**src/rtl/incoming_port_handler_pkg.sv**
```systemverilog
// ============================================================================
// Module      : incoming_port_handler_pkg
// Description : Mesh-router widths, coordinate field split, port IDs, packet
//               layout and the dimension-ordered (X-then-Y) route function.
// Revision    : 1.0 - initial release
// ============================================================================
`default_nettype none

package incoming_port_handler_pkg;

    localparam int NETWORK_ADDRESS_WIDTH    = 8;
    localparam int CACHE_BANK_ADDRESS_WIDTH = 4;
    localparam int DATA_WIDTH               = 32;
    localparam int DA_WIDTH                 = NETWORK_ADDRESS_WIDTH + CACHE_BANK_ADDRESS_WIDTH;
    localparam int COORD_WIDTH              = NETWORK_ADDRESS_WIDTH / 2;

    typedef enum logic [2:0] {
        PORT_NORTH = 3'd0,
        PORT_SOUTH = 3'd1,
        PORT_EAST  = 3'd2,
        PORT_WEST  = 3'd3,
        PORT_LOCAL = 3'd4
    } port_e;

    typedef enum logic [1:0] {
        ST_EMPTY = 2'd0,
        ST_ISSUE = 2'd1,
        ST_STALL = 2'd2
    } ihState_e;

    typedef struct packed {
        logic [DA_WIDTH-1:0]              destinationAddress;
        logic [NETWORK_ADDRESS_WIDTH-1:0] requesterAddress;
        logic                             read;
        logic                             write;
        logic [DATA_WIDTH-1:0]            data;
    } packet_t;

    // Network address occupies the upper bits of the destination as {X, Y}.
    function automatic logic [COORD_WIDTH-1:0] destX(input logic [DA_WIDTH-1:0] dest);
        return dest[DA_WIDTH-1 -: COORD_WIDTH];
    endfunction

    function automatic logic [COORD_WIDTH-1:0] destY(input logic [DA_WIDTH-1:0] dest);
        return dest[DA_WIDTH-COORD_WIDTH-1 -: COORD_WIDTH];
    endfunction

    function automatic port_e xyRoute(input logic [DA_WIDTH-1:0]    dest,
                                      input logic [COORD_WIDTH-1:0] localX,
                                      input logic [COORD_WIDTH-1:0] localY);
        logic [COORD_WIDTH-1:0] x;
        logic [COORD_WIDTH-1:0] y;
        x = destX(dest);
        y = destY(dest);
        if (x > localX) return PORT_EAST;
        if (x < localX) return PORT_WEST;
        if (y > localY) return PORT_NORTH;
        if (y < localY) return PORT_SOUTH;
        return PORT_LOCAL;
    endfunction

endpackage

`default_nettype wire

```
**src/rtl/incoming_port_handler_packet_fifo.sv**
```systemverilog
// ============================================================================
// Module      : packet_fifo
// Description : Power-of-two packet FIFO with occupancy count and full flag;
//               the head entry is always visible on headData.
// Revision    : 1.0 - initial release
// ============================================================================
`default_nettype none

module packet_fifo #(
    parameter int WIDTH = 8,
    parameter int DEPTH = 4,
    localparam int PTR_W = $clog2(DEPTH),
    localparam int CNT_W = PTR_W + 1
) (
    input  logic             clk,
    input  logic             reset,
    input  logic             push,
    input  logic [WIDTH-1:0] pushData,
    input  logic             pop,
    output logic [WIDTH-1:0] headData,
    output logic             full,
    output logic [CNT_W-1:0] count
);

    logic [WIDTH-1:0] r_mem [DEPTH];
    logic [PTR_W-1:0] r_wrPtr;
    logic [PTR_W-1:0] r_rdPtr;
    logic [CNT_W-1:0] r_count;

    // Pointers wrap for free because DEPTH is a power of two.
    always_ff @(posedge clk) begin
        if (reset) begin
            r_wrPtr <= '0;
            r_rdPtr <= '0;
            r_count <= '0;
        end else begin
            if (push) r_wrPtr <= r_wrPtr + PTR_W'(1);
            if (pop)  r_rdPtr <= r_rdPtr + PTR_W'(1);
            case ({push, pop})
                2'b10:   r_count <= r_count + CNT_W'(1);
                2'b01:   r_count <= r_count - CNT_W'(1);
                default: r_count <= r_count;
            endcase
        end
    end

    always_ff @(posedge clk) begin
        if (push) r_mem[r_wrPtr] <= pushData;
    end

    assign headData = r_mem[r_rdPtr];
    assign full     = (r_count == CNT_W'(DEPTH));
    assign count    = r_count;

endmodule

`default_nettype wire

```
**src/rtl/incoming_port_handler.sv**
```systemverilog
// ============================================================================
// Module      : incoming_port_handler
// Description : Per-link ingress stage: buffers packets, XY-routes the head to
//               one output arbiter via one-hot select, drops U-turn packets.
// Revision    : 1.0 - initial release
// ============================================================================
`default_nettype none

module incoming_port_handler
    import incoming_port_handler_pkg::*;
#(
    parameter int PORT_ID    = 0,
    parameter int LOCAL_X    = 0,
    parameter int LOCAL_Y    = 0,
    parameter int FIFO_DEPTH = 4
) (
    input  logic                             clk,
    input  logic                             reset,
    input  logic [DA_WIDTH-1:0]              destinationAddressIn,
    input  logic [NETWORK_ADDRESS_WIDTH-1:0] requesterAddressIn,
    input  logic                             readIn,
    input  logic                             writeIn,
    input  logic [DATA_WIDTH-1:0]            dataIn,
    output logic                             inputReady,
    input  logic                             portReady_NORTH,
    input  logic                             portReady_SOUTH,
    input  logic                             portReady_EAST,
    input  logic                             portReady_WEST,
    input  logic                             portReady_LOCAL,
    output logic                             selectBit_NORTH,
    output logic                             selectBit_SOUTH,
    output logic                             selectBit_EAST,
    output logic                             selectBit_WEST,
    output logic                             selectBit_LOCAL,
    output logic [DA_WIDTH-1:0]              destinationAddressOut,
    output logic [NETWORK_ADDRESS_WIDTH-1:0] requesterAddressOut,
    output logic                             readOut,
    output logic                             writeOut,
    output logic [DATA_WIDTH-1:0]            dataOut,
    output logic                             routeError,
    output logic [$clog2(FIFO_DEPTH):0]      packetCount
);

    localparam int                     CNT_W    = $clog2(FIFO_DEPTH) + 1;
    localparam logic [COORD_WIDTH-1:0] c_localX = COORD_WIDTH'(LOCAL_X);
    localparam logic [COORD_WIDTH-1:0] c_localY = COORD_WIDTH'(LOCAL_Y);
    localparam logic [2:0]             c_portId = 3'(PORT_ID);

    ihState_e         r_state;
    ihState_e         w_stateNext;
    packet_t          w_inPkt;
    packet_t          w_headPkt;
    port_e            w_route;
    logic [4:0]       w_readyVec;
    logic [4:0]       w_select;
    logic [CNT_W-1:0] w_count;
    logic             w_full;
    logic             w_push;
    logic             w_pop;
    logic             w_headValid;
    logic             w_uturn;
    logic             w_portReady;

    assign w_inPkt = '{
        destinationAddress: destinationAddressIn,
        requesterAddress:   requesterAddressIn,
        read:               readIn,
        write:              writeIn,
        data:               dataIn
    };

    // A push is judged on inputReady alone, so a same-edge pop never frees a slot.
    assign inputReady = ~w_full & ~reset;
    assign w_push     = (readIn | writeIn) & inputReady;

    packet_fifo #(
        .WIDTH (($bits(packet_t))),
        .DEPTH (FIFO_DEPTH)
    ) u_packet_fifo (
        .clk      (clk),
        .reset    (reset),
        .push     (w_push),
        .pushData (w_inPkt),
        .pop      (w_pop),
        .headData (w_headPkt),
        .full     (w_full),
        .count    (w_count)
    );

    assign w_headValid = (r_state != ST_EMPTY);
    assign w_route     = xyRoute(w_headPkt.destinationAddress, c_localX, c_localY);
    assign w_uturn     = w_headValid & (w_route == c_portId);

    assign w_readyVec  = {portReady_LOCAL, portReady_WEST, portReady_EAST,
                          portReady_SOUTH, portReady_NORTH};
    assign w_portReady = w_readyVec[w_route];

    // U-turn heads leave without waiting for any output.
    assign w_pop    = w_headValid & (w_uturn | w_portReady);
    assign w_select = (w_headValid & ~w_uturn) ? (5'b00001 << w_route) : 5'b00000;

    assign selectBit_NORTH = w_select[PORT_NORTH];
    assign selectBit_SOUTH = w_select[PORT_SOUTH];
    assign selectBit_EAST  = w_select[PORT_EAST];
    assign selectBit_WEST  = w_select[PORT_WEST];
    assign selectBit_LOCAL = w_select[PORT_LOCAL];

    assign destinationAddressOut = w_headValid ? w_headPkt.destinationAddress : '0;
    assign requesterAddressOut   = w_headValid ? w_headPkt.requesterAddress   : '0;
    assign readOut               = w_headValid & w_headPkt.read;
    assign writeOut              = w_headValid & w_headPkt.write;
    assign dataOut               = w_headValid ? w_headPkt.data : '0;
    assign routeError            = w_uturn;
    assign packetCount           = w_count;

    always_ff @(posedge clk) begin
        if (reset) r_state <= ST_EMPTY;
        else       r_state <= w_stateNext;
    end

    // ISSUE marks a head just presented; STALL marks a head held over because
    // its output was not ready, so select and fields stay unchanged.
    always_comb begin
        w_stateNext = r_state;
        case (r_state)
            ST_EMPTY: begin
                if (w_push) w_stateNext = ST_ISSUE;
            end
            ST_ISSUE, ST_STALL: begin
                if (!w_pop)
                    w_stateNext = ST_STALL;
                else if ((w_count == CNT_W'(1)) && !w_push)
                    w_stateNext = ST_EMPTY;
                else
                    w_stateNext = ST_ISSUE;
            end
            default: w_stateNext = ST_EMPTY;
        endcase
    end

endmodule

`default_nettype wire

```
**config.mk**
```make
export PLATFORM = sky130hd
export DESIGN_NAME = incoming_port_handler
export DESIGN_NICKNAME = d
export VERILOG_FILES = /design/src/rtl/incoming_port_handler_pkg.sv /design/src/rtl/incoming_port_handler_packet_fifo.sv /design/src/rtl/incoming_port_handler.sv
export SDC_FILE = /design/constraint.sdc
export NUM_CORES = 1
export LEC_CHECK = 0
export BUFFER_PORTS_ARGS = -buffer_cell sky130_fd_sc_hd__clkbuf_2
export CORE_MARGIN = 3
export CORE_UTILIZATION = 51
export DETAILED_ROUTE_END_ITERATION = 16
export PLACE_DENSITY = 0.75
export SETUP_SLACK_MARGIN = 0.4
export SKIP_CTS_REPAIR_TIMING = 1
export SLEW_MARGIN = 10
export SYNTH_ARGS = -nofsm -noshare
export SYNTH_HDL_FRONTEND = slang
export SYNTH_SLANG_ARGS = --single-unit
```
**constraint.sdc**
```tcl
create_clock -name clk -period 2.9 [get_ports clk]
set_input_delay 0.145 -clock clk [delete_from_list [all_inputs] [get_ports clk]]
set_output_delay 0.145 -clock clk [all_outputs]
set_load 0.02 [all_outputs]
```
==> results_dict.tcl <==
set metrics [dict create \
    areaGrowthSynthToFinish_pct 25.3 \
    netSwitchingFraction_pct 24.6 \
    p_leak_nw 3.90 \
    combPwrFrac_pct 17.1 \
    fin_crit_sh_pct 94.2 \
    drt-total-wl_mm 17.0 \
    grt_usage_pct 17.0 \
    cts.clk_slew.worst_paths_ns 0.06 \
    hold_viol 0 \
    die-area_um2 19100 \
    finClkSkew_ns 0.00727 \
    setup_viol 0 \
    core_um2 16900 \
    htreeDepth 1 \
    relSlewSlack_pct 65.7 \
    grt_pass1_vias 4840 \
    seq_power_share_pct 50.3 \
    cts-root-buf "clkbuf_16" \
    final_nets 704 \
    max_freq_mhz 366 \
    p_switching_mw 1.92 \
    utilization_pct 66.2 \
    num_vias 4711 \
    path_cells "mux4_2, o41a_1, a311oi_4, ha_4, or3_1, a21oi_1" \
    synth_top_cell_area_share_pct 72.7 \
    ir_drop_uv 548 \
    synth_top_cell_by_area "edfxtp_1" \
    portBuffers 118 \
    drt_iter0_markers 181 \
    clock-sinks 227 \
    power.clock.fraction_pct 32.6 \
    dr.pass1.iters 4 \
    synthFlopType "edfxtp_1" \
    max_stage_delay_ns 0.56 \
    netlist_area_um2 8920 \
    ant_nets 0 \
    synthCells 430 \
    critPathCapture "u_packet_fifo.count[2]$_SDFFE_PP0P_" \
    gr-total-overflow 0 \
    rsz0062_at_grt "true" \
    grt_antenna_before_repair 1 \
    min_period_ns 2.73 \
    numCtsBuffers 23 \
    grt_max_degree 42 \
    ys_ff_latch 227 \
    ys_types 39 \
    final.setup.tns_ns 0 \
    viasPerCell 5.44 \
    dieWidth_um 138 \
    dp_cells 762 \
    clkLatencyLatePin_ns 0.49 \
    tightest_slew_ns 0.515 \
    cp.required_ns 3.32 \
    start_util_pct 52.9 \
    power.internal_mw 5.86 \
    critPathArrivalTime_ns 3.15 \
    layout.cells.non_filler 866 \
    synth_enable_flop_cells 216 \
    ys_warn_count 0 \
    hpwl_mm 9.83 \
    cp-end-kind "flop" \
    min_from "portReady_EAST" \
    drc 0 \
    netlist_top_cells_area "edfxtp_1 (73%), mux4_2 (13%), nor2b_1 (3.9%), dfxtp_1 (2.5%), ha_1 (1.5%)" \
    async_reset_ff_share_pct 0 \
    r2r-end "u_packet_fifo.count[2]$_SDFFE_PP0P_" \
    worstSetupPathType "flop to flop" \
    gp_congestion 0.733 \
    rows 47 \
    reg2reg_depth 6 \
    cts_tree "built" \
    grt_pass1_wl_mm 25.9 \
    hp-class "input port to flop" \
    whs_ns 0.00640 \
    wl_per_cell_um 19.6 \
    syn_avg_cell_area_um2 20.8 \
    regToRegSetupSlack_ns 0.17 \
    ys_seq_area_share_pct 75.1 \
    final_max_slew_viol_count 0 \
    drive_above_1_share_pct 37.2 \
    drv_cap 0 \
    p_per_area_nw_per_um2 696 \
    outcome "completed" \
    cp-start-kind "flop" \
    die_h_um 138 \
    critPathMaxFanout 7 \
    ios 125 \
    clockBufferDepth 3 \
    slowest_stage "mux4_2" \
]
routing by layer:
metal / GRT usage, % / wire [um] / vias to the layer above
met4: 4.99 / 389 / 0
li1: - / - / 2118
met2: 28.6 / 8700 / 147
met3: 4.83 / 998 / 38
met5: 0 / 0 / -
met1: 22.0 / 6890 / 2408
registers in the layout, summed over array words and instances (netlist names), named ones only:
name                   count
r_state                    2
u_packet_fifo.count        3
u_packet_fifo.r_mem      216
u_packet_fifo.r_rdPtr      2
u_packet_fifo.r_wrPtr      2
power by group through the flow:
stage | clock network, mW | registers [mW] | logic (mW)
CTS | 2.61 | 3.92 | 1.22
global placement | 0 | 3.97 | 1.19
floorplan | 0 | 3.97 | 0.807
detailed placement | 0 | 3.99 | 1.21
global route | 2.73 | 3.94 | 1.44
finish | 2.54 | 3.92 | 1.33
cells in the final DEF (no fill, tap or decap), drive strengths merged, types with 11 or more instances in the layout:
| cell | instances |
|---|---|
| inv | 12 |
| dfxtp | 11 |
| edfxtp | 216 |
| buf | 26 |
| dlygate4sd3 | 54 |
| ha | 11 |
| clkbuf | 146 |
| mux4 | 54 |
| nor2b | 56 |
worst max-delay path: cells and delay by family, from the launching register on:
kind | cells | cell delay [ns]
simple gates | 1 | 0.35
fa+ha+maj | 1 | 0.28
compound gates | 3 | 1.07
mux | 1 | 0.56
flops | 1 | 0.41
how the worst min path moves through the flow:
stage	endpoint	slack [ns]	cells past startpoint
after floorplan	u_packet_fifo.r_mem[0][0]$_DFFE_PP_	0.24	0
after global placement	u_packet_fifo.r_mem[0][12]$_DFFE_PP_	0.36	1
after detailed placement	u_packet_fifo.r_mem[0][30]$_DFFE_PP_	0.37	1
after CTS	u_packet_fifo.r_mem[0][30]$_DFFE_PP_	-0.15	1
after global routing	r_state[1]$_SDFFE_PP0P_	0.02	3
final	r_state[1]$_SDFFE_PP0P_	0.006	3
area by class of cell:
class / instances / area [um^2]
clock buffers: 28 / 594
flip-flops and latches: 227 / 6710
inverters: 12 / 45.0
multi-input cells: 170 / 2120
well taps: 220 / 275
fillers: 1118 / 5700
repair buffers: 198 / 1390
diodes: 1 / 2.50
clock inverters: 10 / 47.5
through the flow:
stage / setup slack, ns / instance area, um^2 / power (mW)
floorplan: 0.349 / 8950 / 4.78
global placement: 0.180 / 9880 / 5.16
detailed placement: 0.114 / 9880 / 5.20
CTS: 0.0989 / 10500 / 7.75
global route: 0.0986 / 11200 / 8.10
finish: 0.169 / 11200 / 7.78
logic make-up after synthesis:
logic type      count (synthesis)  share of synthesized area, %
compound gates                 15                          1.42
xor+xnor                        2                         0.196
fa+ha+maj                      11                          1.54
buf+inv                        35                          1.74
flops                         227                          75.1
mux                            59                          14.3
other cells                     1                        0.0420
simple gates                   80                          5.61
cell usage after synthesis (all sizes together), types with 2 or more instances:
cell	instances
clkbuf	13
xor2	2
nand2b	2
ha	11
and2	4
mux2i	2
nor4	2
o21ai	4
nor2b	56
nand2	2
mux4	54
buf	10
nor2	8
dfxtp	11
mux2	3
inv	12
edfxtp	216
a311oi	3
(Power assumes the default switching activity.)
